**src/rtl/rank_filter_3x3.sv**
```systemverilog
// rank_filter_3x3: 3-stage free-running 3x3 min / median / max / bypass filter.
// Each window carries its own mode tag, so a mode change only takes effect at
// a frame start. A post-side pixel counter reports the valid pixel count of
// each completed output frame.
module rank_filter_3x3 #(
    parameter int DATA_W       = 8,
    parameter int CNT_W        = 20,
    parameter int ZERO_INVALID = 1
) (
    input  logic              clk,
    input  logic              rst,
    input  logic [1:0]        cfg_mode,
    input  logic              pre_frame_vsync,
    input  logic              pre_frame_href,
    input  logic              pre_frame_clken,
    input  logic [DATA_W-1:0] data11,
    input  logic [DATA_W-1:0] data12,
    input  logic [DATA_W-1:0] data13,
    input  logic [DATA_W-1:0] data21,
    input  logic [DATA_W-1:0] data22,
    input  logic [DATA_W-1:0] data23,
    input  logic [DATA_W-1:0] data31,
    input  logic [DATA_W-1:0] data32,
    input  logic [DATA_W-1:0] data33,
    output logic [DATA_W-1:0] target_data,
    output logic              post_frame_vsync,
    output logic              post_frame_href,
    output logic              post_frame_clken,
    output logic [1:0]        mode_active,
    output logic [CNT_W-1:0]  frame_pix_cnt,
    output logic              frame_done
);

    localparam logic [1:0] M_MIN = 2'b00;
    localparam logic [1:0] M_MED = 2'b01;
    localparam logic [1:0] M_MAX = 2'b10;
    localparam logic [CNT_W-1:0] CNT_ONE = {{(CNT_W-1){1'b0}}, 1'b1};
    localparam logic [CNT_W-1:0] CNT_SAT = {CNT_W{1'b1}};

    function automatic logic [DATA_W-1:0] f_max(input logic [DATA_W-1:0] a, input logic [DATA_W-1:0] b);
        return (a > b) ? a : b;
    endfunction

    function automatic logic [DATA_W-1:0] f_min(input logic [DATA_W-1:0] a, input logic [DATA_W-1:0] b);
        return (a < b) ? a : b;
    endfunction

    function automatic logic [DATA_W-1:0] f_mid(input logic [DATA_W-1:0] a, input logic [DATA_W-1:0] b,
                                                input logic [DATA_W-1:0] c);
        return f_max(f_min(a, b), f_min(f_max(a, b), c));
    endfunction

    // window rows, column 1 in [0]
    logic [2:0][2:0][DATA_W-1:0] w_row;
    assign w_row[0] = {data13, data12, data11};
    assign w_row[1] = {data23, data22, data21};
    assign w_row[2] = {data33, data32, data31};

    // frame-start detect and per-window mode tag
    logic       r_vs_prev;
    logic       w_vs_rise;
    logic [1:0] w_tag;
    assign w_vs_rise = pre_frame_vsync & ~r_vs_prev;
    assign w_tag     = w_vs_rise ? cfg_mode : mode_active;

    // Stage 1 registers
    logic [2:0][DATA_W-1:0] r_rmax, r_rmid, r_rmin;
    logic [DATA_W-1:0]      r_ctr1;
    logic [1:0]             r_tag1;
    logic                   r_vs1, r_hr1, r_ck1, r_sk1;

    // Stage 2 registers
    logic [DATA_W-1:0] r_maxmax, r_minmax, r_medmid, r_maxmin, r_minmin, r_ctr2;
    logic [1:0]        r_tag2;
    logic              r_vs2, r_hr2, r_ck2, r_sk2;

    // Frames cut short by reset are flagged so they never report frame_done:
    // the flag is raised by reset and dropped once the input vsync is seen low.
    logic r_skip;

    // edge detect, mode latch and abort flag
    always_ff @(posedge clk) begin
        if (rst) begin
            r_vs_prev   <= 1'b0;
            mode_active <= M_MED;
            r_skip      <= 1'b1;
        end else begin
            r_vs_prev <= pre_frame_vsync;
            if (w_vs_rise)
                mode_active <= cfg_mode;
            if (!pre_frame_vsync)
                r_skip <= 1'b0;
        end
    end

    // stage 1: per-row sort, sideband delay 1
    always_ff @(posedge clk) begin
        if (rst) begin
            r_rmax <= '0;
            r_rmid <= '0;
            r_rmin <= '0;
            r_ctr1 <= '0;
            r_tag1 <= '0;
            r_vs1  <= 1'b0;
            r_hr1  <= 1'b0;
            r_ck1  <= 1'b0;
            r_sk1  <= 1'b0;
        end else begin
            for (int r = 0; r < 3; r++) begin
                r_rmax[r] <= f_max(f_max(w_row[r][0], w_row[r][1]), w_row[r][2]);
                r_rmid[r] <= f_mid(w_row[r][0], w_row[r][1], w_row[r][2]);
                r_rmin[r] <= f_min(f_min(w_row[r][0], w_row[r][1]), w_row[r][2]);
            end
            r_ctr1 <= data22;
            r_tag1 <= w_tag;
            r_vs1  <= pre_frame_vsync;
            r_hr1  <= pre_frame_href;
            r_ck1  <= pre_frame_clken;
            r_sk1  <= r_skip;
        end
    end

    // stage 2: column reductions across the row results
    always_ff @(posedge clk) begin
        if (rst) begin
            r_maxmax <= '0;
            r_minmax <= '0;
            r_medmid <= '0;
            r_maxmin <= '0;
            r_minmin <= '0;
            r_ctr2   <= '0;
            r_tag2   <= '0;
            r_vs2    <= 1'b0;
            r_hr2    <= 1'b0;
            r_ck2    <= 1'b0;
            r_sk2    <= 1'b0;
        end else begin
            r_maxmax <= f_max(f_max(r_rmax[0], r_rmax[1]), r_rmax[2]);
            r_minmax <= f_min(f_min(r_rmax[0], r_rmax[1]), r_rmax[2]);
            r_medmid <= f_mid(r_rmid[0], r_rmid[1], r_rmid[2]);
            r_maxmin <= f_max(f_max(r_rmin[0], r_rmin[1]), r_rmin[2]);
            r_minmin <= f_min(f_min(r_rmin[0], r_rmin[1]), r_rmin[2]);
            r_ctr2   <= r_ctr1;
            r_tag2   <= r_tag1;
            r_vs2    <= r_vs1;
            r_hr2    <= r_hr1;
            r_ck2    <= r_ck1;
            r_sk2    <= r_sk1;
        end
    end

    // stage 3 result select by the window's own tag
    logic [DATA_W-1:0] w_res;
    always_comb begin
        w_res = r_ctr2;
        case (r_tag2)
            M_MIN:   w_res = r_minmin;
            M_MED:   w_res = f_mid(r_minmax, r_medmid, r_maxmin);
            M_MAX:   w_res = r_maxmax;
            default: w_res = r_ctr2;
        endcase
    end

    // stage 3: output register and sideband delay 3
    always_ff @(posedge clk) begin
        if (rst) begin
            target_data      <= '0;
            post_frame_vsync <= 1'b0;
            post_frame_href  <= 1'b0;
            post_frame_clken <= 1'b0;
        end else begin
            target_data      <= (ZERO_INVALID != 0 && !r_ck2) ? '0 : w_res;
            post_frame_vsync <= r_vs2;
            post_frame_href  <= r_hr2;
            post_frame_clken <= r_ck2;
        end
    end

    // Frame accounting looks at the stage-2 sideband (what post_* shows next
    // cycle), so frame_done and frame_pix_cnt land together with the
    // post_frame_vsync fall and include that cycle's pixel.
    logic             r_fvs;
    logic [CNT_W-1:0] r_cnt;
    logic             w_fvs_nxt, w_frise, w_ffall, w_pv;
    logic [CNT_W-1:0] w_cnt_inc, w_cnt_nxt;

    assign w_pv      = r_ck2 & r_hr2;
    assign w_fvs_nxt = r_vs2 & ~r_sk2;
    assign w_frise   = w_fvs_nxt & ~r_fvs;
    assign w_ffall   = ~w_fvs_nxt & r_fvs;
    assign w_cnt_inc = (r_cnt == CNT_SAT) ? r_cnt : r_cnt + CNT_ONE;
    assign w_cnt_nxt = w_frise ? (w_pv ? CNT_ONE : '0) : (w_pv ? w_cnt_inc : r_cnt);

    // pixel counter, frame report and done pulse
    always_ff @(posedge clk) begin
        if (rst) begin
            r_fvs         <= 1'b0;
            r_cnt         <= '0;
            frame_pix_cnt <= '0;
            frame_done    <= 1'b0;
        end else begin
            r_fvs      <= w_fvs_nxt;
            r_cnt      <= w_cnt_nxt;
            frame_done <= w_ffall;
            if (w_ffall)
                frame_pix_cnt <= w_cnt_nxt;
        end
    end

endmodule

```
**config.mk**
```make
export PLATFORM = sky130hd
export DESIGN_NAME = rank_filter_3x3
export DESIGN_NICKNAME = d
export VERILOG_FILES = /design/src/rtl/rank_filter_3x3.sv
export SDC_FILE = /design/constraint.sdc
export NUM_CORES = 1
export LEC_CHECK = 0
export CORE_ASPECT_RATIO = 1.1
export CORE_MARGIN = 2
export CORE_UTILIZATION = 54
export DETAILED_ROUTE_END_ITERATION = 7
export PLACE_DENSITY = 0.75
export RECOVER_POWER = 100
export REMOVE_ABC_BUFFERS = 1
export SKIP_LAST_GASP = 1
export SLEW_MARGIN = 20
export SYNTH_ARGS = -nofsm -noshare
export SYNTH_HDL_FRONTEND = slang
export SYNTH_SLANG_ARGS = --single-unit
export TNS_END_PERCENT = 20
```
**constraint.sdc**
```tcl
create_clock -name clk -period 7.2 [get_ports clk]
set_input_delay 0.72 -clock clk [delete_from_list [all_inputs] [get_ports clk]]
set_output_delay 0.72 -clock clk [all_outputs]
set_load 0.03 [all_outputs]
```
==> results of run 1 <==
## power groups by stage
stage | Combinational [uW] | Clock, uW | Sequential (uW)
floorplan | 2260 | 0 | 1370
global placement | 2870 | 0 | 1420
detailed placement | 2970 | 0 | 1420
CTS | 2990 | 967 | 1400
global route | 3330 | 1010 | 1420
finish | 2960 | 954 | 1400
## critical path: stages
cell           delay (ns)
dlygate4sd3_1        0.58
inv_1                0.07
ha_1                 0.31
and4b_1              0.19
a211oi_1             0.05
o21ai_0              0.94
o21ai_2              0.33
mux2_2               0.42
ha_1                 0.30
nor2b_1              0.14
o21a_1               0.16
o21a_1               0.16
o21bai_1             0.16
nand2_1              0.32
mux2i_1              0.40
ha_1                 0.32
a21o_1               0.18
a21oi_1              0.18
a21oi_1              0.10
or2_2                0.36
o22ai_1              0.43
## layout by cell type, fill, tap and decap left out, types with 59 or more instances in the layout
master	count
nand2_1	60
a211oi_1	74
nor2_1	161
dfxtp_1	195
a21oi_1	59
mux2_2	68
ha_1	186
clkdlybuf4s50_1	74
inv_1	151
mux2i_1	88
## per-layer routing
metal  routed length, um  global-route usage, %
met1               14600                   31.8
met2               16300                   45.2
met3                1150                   2.91
met4                 853                   8.70
met5                   0                      0
## through the flow
step                utilization [%]  total power, uW
floorplan                         -             3630
global placement               59.9             4290
detailed placement             59.9             4390
CTS                            62.5             5360
global route                   62.2             5760
finish                         62.2             5310
## logic make-up after synthesis
kind of cell | Yosys count
simple gates | 385
fa+ha+maj | 186
compound gates | 345
xor+xnor | 15
buf+inv | 197
mux | 165
flops | 195
## layout make-up
type	count	area, um2	area share, %
multi-input cells	1096	8460	56.1
flip-flops and latches	195	3900	25.9
repair buffers	116	1130	7.50
inverters	151	567	3.76
clock buffers	18	439	2.91
well taps	310	388	2.57
clock inverters	14	183	1.21
## final timing paths
| path | startpoint | to | slack, ns | depth (start not counted) |
|---|---|---|---|---|
| max | data22[2] | r_rmid[9] | 0.68 | 21 |
| min | r_hr1 | r_hr2 | 0.43 | 1 |
| max reg2reg | r_rmid[15] | r_medmid[0] | 0.89 | 21 |
| min reg2reg | r_hr1 | r_hr2 | 0.43 | 1 |
## flip-flops by register name, indices dropped and copies added, names as in the netlist, 2 cells and up
| register | count |
|---|---|
| r_rmax | 24 |
| r_rmid | 24 |
| r_rmin | 24 |
| frame_pix_cnt | 20 |
| r_cnt | 20 |
| r_ctr1 | 8 |
| r_ctr2 | 8 |
| r_maxmax | 8 |
| r_maxmin | 8 |
| r_medmid | 8 |
| r_minmax | 8 |
| r_minmin | 8 |
| target_data | 8 |
| mode_active | 2 |
| r_tag2 | 2 |
==> impl.org, run 1 <==
** Status
- The flow ran to the end, but the final reports show violations.
- Violations in the final reports :: max-capacitance violations, max-slew violations

** Finish
- Area Growth Syn to Fin :: 14.3%
- Once layout is done, the placed cells without fillers occupy 15100 um2.
- Count of placed standard cells in the final layout, fillers left out :: 1900
- The filler cells instantiated in the layout total 2099.
- # nets final :: 1842
- N_diodes :: 0
- Cells with a size suffix above 1 make up 7.30% of the layout.

** Yosys
- Cell with the most instances after synthesis :: dfxtp_1
- Main area contributors after synthesis :: dfxtp_1 30%, ha_1 18%, mux2i_1 6.7%, mux2_2 6.6%, nor2_1 4.6%
- Synthesis handed over a netlist of 1488 instances.
- Top cells by instance count after synthesis :: 195 x dfxtp_1, 186 x ha_1, 161 x nor2_1, 151 x inv_1, 88 x mux2i_1
- In the synthesized netlist the dominant register cell turns out to be dfxtp_1.
- The number of different library cells used by synthesis comes to 63.
- The cell area that synthesis handed to floorplanning was 13200 um2.
- Measured against the total synthesized area, the mux share comes to 13.3%.
- The synthesized design contains 0 enable-type register cells.
- Counting flops with an async set or reset pin after synthesis yields a share of 0%.
- Post-Synth XOR/XNOR Area :: 0.996%
- Post-synthesis adder-cell area fraction :: 17.6%
- Of the total synthesized cell area, the portion taken by AND, OR, NAND and NOR gates is 14.2%.
- The synthesized design contains 195 register bits.
- The share of synthesized area in the top cell type comes to 29.6%.
- Count of yosys warnings during synthesis :: 0
- Averaged over all synthesized cells, the footprint is 8.87 um2.
- Synth area leader :: dfxtp_1
- The synthesized netlist devotes 18.5% of its cell area to compound gates.
- Largest family of logic cells by synthesized area :: compound AO/OA/AOI/OAI gates
- Sequential area share after synthesis :: 29.6%

** Clock tree
- The clock passes through at most 2 buffers.
- Cts hold-fix bufs :: 0
- Number of buffers added for setup after CTS :: 0
- Root buffer cell :: clkbuf_16
- Clock transition time at the flip-flop clock pins of the worst setup and hold paths :: 0.09 ns
- Clk sinks :: 195
- H-Tree Level Count :: 4
- Inserted Clock Buffers :: 17
- After clock tree synthesis, the repair step resized 0 gates.
- For the worst-skew pair, the clock arrives at the later sink with an insertion delay of 0.45 ns.
- TritonCTS clock tree :: built

** Place
- Routability-driven placement finished with a final weighted congestion of 0.955.
- Timing analysis after detailed placement gives a worst setup slack of 0.911 ns.
- Cell area after placement :: 14500 um2
- Including well taps, the total number of placed cells is 1868.
- The HPWL after detailed placement is 26500 um.
- Port buffering added 112 buffers.

** Setup path
- The worst setup path is launched from an input port.
- CP arrival :: 6.81 ns
- Type of the worst setup path :: in -> reg
- Endpoint kind of the worst setup timing path :: flop
- Worst path required time :: 7.49 ns
- CP max FO :: 9

** Timing
- Worst-case setup margin in the final layout :: 0.684 ns
- The final number of hold-violating endpoints is 0.
- The worst path uses 90.5% of the clock period.
- Relative slew slack :: -128%
- Static timing analysis puts the maximum clock frequency at 153 MHz.
- The smallest clock period supported by the final layout is computed as 6.52 ns.
- Hold is met by 0.430 ns.
- Setup total negative slack on the finished layout was measured at 0 ns.
- The clock arrives with 0.0158 ns of skew.
- Unrepaired setup endpoints after global routing :: no
- At the pin with the least slew margin, the transition time is 3.42 ns.
- Setup violations remaining at the end of the flow were counted as 0.
- The max-slew violation count was 144.

** Power and ir drop
- NetSw :: 2300 uW
- Summed over all cells, the static leakage comes to 0.00684 uW.
- In this run switching power makes up 43.3% of total power.
- VDD IR max :: 178 uV
- Part of the power in the clock network :: 17.9%
- Dividing total power by cell area gives a power density of 353 nW/um2.
- The internal power of the cells totals 3010 uW.
- Sequential cells burn 26.4% of the power.
- Logic gate share of total power :: 55.7%

** Hold path
- Worst hold-check path type :: reg -> reg

** Floorplan
- The initial utilization of the core area, before any placement, comes to 54.4%.
- After floorplanning, the core was sized to cover 24200 um2.
- Pin placement for this block handled 113 I/O pins.
- Area of the die :: 25700 um2
- From bottom edge to top edge, the die measures 168 um.
- Die span in x :: 153 um
- The floorplan has 60 rows.

** Global routing
- Wire length of the first global-routing pass :: 53400 um
- The number of antenna violations at the first check in global routing came to 0.
- The number of global-route vias before repair was 10900.
- Pin count of the biggest net entering global routing :: 79
- The total overflow left after global routing is 0.
- All-Layer GR Usage :: 25.4%

** Route
- Count of vias placed by the detailed router :: 11000
- For this block, the initial DRC count from the detailed router was 613.
- Drt total wl :: 32900 um
- In the routed layout, each cell is associated on average with a via count of 5.81.
- The count of nets left with antenna violations once routing finished came out at 0.
- First-pass iteration count of the detailed router :: 5
- After detailed routing, the number of remaining DRC violations is 0.
- Per-cell routed wire length :: 17.3 um

** Flow run
- Max-cap violations in this run came to 2.
Power figures use the tool's default switching activity.
==> run 2: changes to the inputs <==
CORE_ASPECT_RATIO = 2   (was 1.1)
SLEW_MARGIN = default   (was 20)
TNS_END_PERCENT = default   (was 20)
==> run 2 against run 1 <==
Against the previous run: die area rose by 0.29%; clock-buffer cell count down 1; non-clock buffer count is 1 lower; largest cell class unchanged; critical path depth is 2 higher; the run still ends with max-capacitance violations, max-slew violations left.
==> impl.org, run 2 (synthesized netlist as in run 1, its figures left out) <==
** Finish
- In the layout the commonest cells are 195 x dfxtp_1, 186 x ha_1, 161 x nor2_1, 151 x inv_1, 88 x mux2i_1.
- Final core utilization :: 63.1%
- # nets final :: 1841
- Largest registers ranked by flip-flop count :: r_rmax x24, r_rmid x24, r_rmin x24
- The library cell used most frequently in the layout, excluding fill and tap cells, is dfxtp_1.
- Once layout is done, the placed cells without fillers occupy 15100 um2.
- Area Growth Syn to Fin :: 14.4%
- The number of antenna diodes in the final layout is 0.
- Layout cells sized above 1 :: 7.43%

** Clock tree
- Root buffer cell :: clkbuf_16
- Counting the buffers created by CTS gives 17.
- Clk sinks :: 195
- Cts repair resizes :: 0
- The clock tree synthesis step divided the H-tree into 4 levels.
- In this run the post-CTS setup repair buffer count came out at 0.
- Clock transition time at the flip-flop clock pins of the worst setup and hold paths :: 0.07 ns
- In this run the deepest clock path goes through 2 buffers.
- TritonCTS clock tree :: built
- The clock reaches the later pin of the worst-skew pair after 0.46 ns.
- Cts hold-fix bufs :: 0

** Route
- The pre-antenna-repair detailed-routing pass consisted of 7 iterations.
- After detailed routing, the met3 layer carries 1050 um of wire.
- Highest routed layer :: met4
- Dividing the detail-routed via count by the number of cells gives 6.12.
- Antenna violation net count after detailed routing :: 0
- After detailed routing, the number of remaining DRC violations is 0.
- Summing over every cut layer, the via total after detailed routing is 11500.
- After detailed routing, the met2 layer carries 20700 um of wire.
- In the final routing, the length of wire on met1 measures 12000 um.
- Drt total wl :: 37300 um
- For this block, the initial DRC count from the detailed router was 578.
- In the final routed layout, each cell accounts on average for 19.9 um.

** Setup path
- Number of cells on the critical path :: 23
- Largest stage delay, worst path :: 0.59 ns
- Cell repeated most along the worst path :: ha_1
- Reg-to-Reg Start :: r_medmid[1]
- STA puts the critical path data required time at 7.50 ns.
- Endpoint of the worst-slack reg-to-reg timing path :: target_data[0]
- Cells along the critical path :: dlygate4sd3_1, inv_1, ha_1, and4b_1, a211oi_1, o21ai_2, o21ai_0, mux2_1, ha_1, nor2b_1, o21a_1, o21a_1, o21bai_1, nand2_1, mux2i_1, ha_1, nor2b_1, o21ai_0, a21oi_1, o21bai_1, a21oi_1, or2_2, o22ai_1
- Among cell families on the critical path, the largest total delay comes from compound AO/OA/AOI/OAI gates.
- The number of cells on the worst reg-to-reg path is 21.
- In this run the worst path has a maximum fanout of 9.
- Type of origin of the critical path :: input port
- Worst reg2reg setup slack :: 0.83 ns
- Type of the worst setup path :: in -> reg
- Number of buffer and inverter instances along the worst setup path :: 2
- CP arrival :: 6.72 ns
- STA classifies the critical path endpoint as a flop.
- The largest individual stage delay along the critical path comes from the cell dlygate4sd3_1.

** Timing
- The max-slew violation count is 122.
- Setup TNS :: 0 ns
- Final period util :: 89.3%
- Worst-case clock skew :: 0.00748 ns
- Final hold violations :: 0
- Top achievable clock speed :: 156 MHz
- Time the final worst path needs with I/O delays and setup :: 6.43 ns
- Setup repair after global routing left no endpoint under its margin.
- WHS :: 0.434 ns
- At the pin with the least slew margin, the transition time is 2.94 ns.
- Relative slew slack :: -95.9%
- Setup violations remaining at the end of the flow were counted as 0.

** Floorplan
- Die span in x :: 115 um
- The floorplan has 80 rows.
- The region available for standard cell placement spans 23900 um2.
- Initial standard-cell utilization of the core :: 55.1%
- Area of the die :: 25800 um2
- 113 I/O pins were placed.
- Measured along the y axis, the die boundary spans 225 um.

** Global routing
- Pin count of the biggest net entering global routing :: 68
- Number of antenna violations at the first check in global routing :: 0
- For this run, the total global-route usage over all layers was measured as 29.9%.
- Global route total overflow :: 0
- The number of global-route vias before repair came to 11900.
- The first global-routing pass estimated 59600 um of wire.

** Hold path
- Hold endpoint :: r_ctr2[3]
- In this run the most critical hold path is launched from r_ctr1[3].
- Along the worst hold path, the cell count comes to 1.
- Worst hold-check path type :: reg -> reg

** Status
- Status :: finished with violations
- Violations in the final reports :: max-capacitance violations, max-slew violations

** Place
- I/O Buffers :: 112
- Placer congestion estimate :: 1.00
- Cell area after placement :: 14500 um2
- DP HPWL :: 30400 um

** Flow run
- The tool flagged a number of max-cap violations equal to 2.

** Power and ir drop
- For this design the static power due to leakage is 0.00687 uW.
- Power Density :: 368 nW/um2
- VDD IR max :: 203 uV
==> run 2: cell types whose count changed in the layout (fill, tap and decap cells not counted), moves of 2 or more <==
| cell | before | now |
|---|---|---|
| bufinv_16 | 0 | 4 |
| clkinv_8 | 6 | 2 |
| a211oi_1 | 74 | 72 |
| a211oi_2 | 3 | 5 |
| clkbuf_1 | 5 | 3 |
==> run 2: layer usage <==
layer  vias up  GRT usage (%)
met3       178           4.17
met5         -              0
met1      5399           25.5
met4         0           25.0
li1       5565              -
met2       341           58.3
==> run 2: worst max-delay path by stage <==
stage | from | end
detailed placement | data22[3] | r_rmid[15]
floorplan | r_medmid[1] | target_data[6]
CTS | r_medmid[1] | target_data[0]
global placement | data22[3] | r_rmid[15]
global route | data32[3] | r_rmid[16]
finish | data22[3] | r_rmid[15]
==> run 2: power breakdown <==
group / total (uW) / internal, uW / switching [uW]
sequential: 1420 / 1270 / 154
combinational: 3070 / 1260 / 1810
clock: 1060 / 600 / 463
total: 5550 / 3130 / 2430
==> run 2: area by class of cell <==
class,instances,area (um2)
fill,2074,8830
clock inverter,15,239
tap,287,359
multi-input combinational,1096,8470
timing repair buffer,115,1130
inverter,151,567
clock buffer,17,425
sequential,195,3900
==> run 2: stage by stage <==
stage	total power [uW]	setup slack, ns	cells
6_report	5550	0.772	1876
5_1_grt	5960	0.330	1876
4_1_cts	5550	1.15	1876
3_5_place_dp	4460	0.720	1844
3_3_place_gp	4370	0.887	1844
2_1_floorplan	3630	2.22	1442
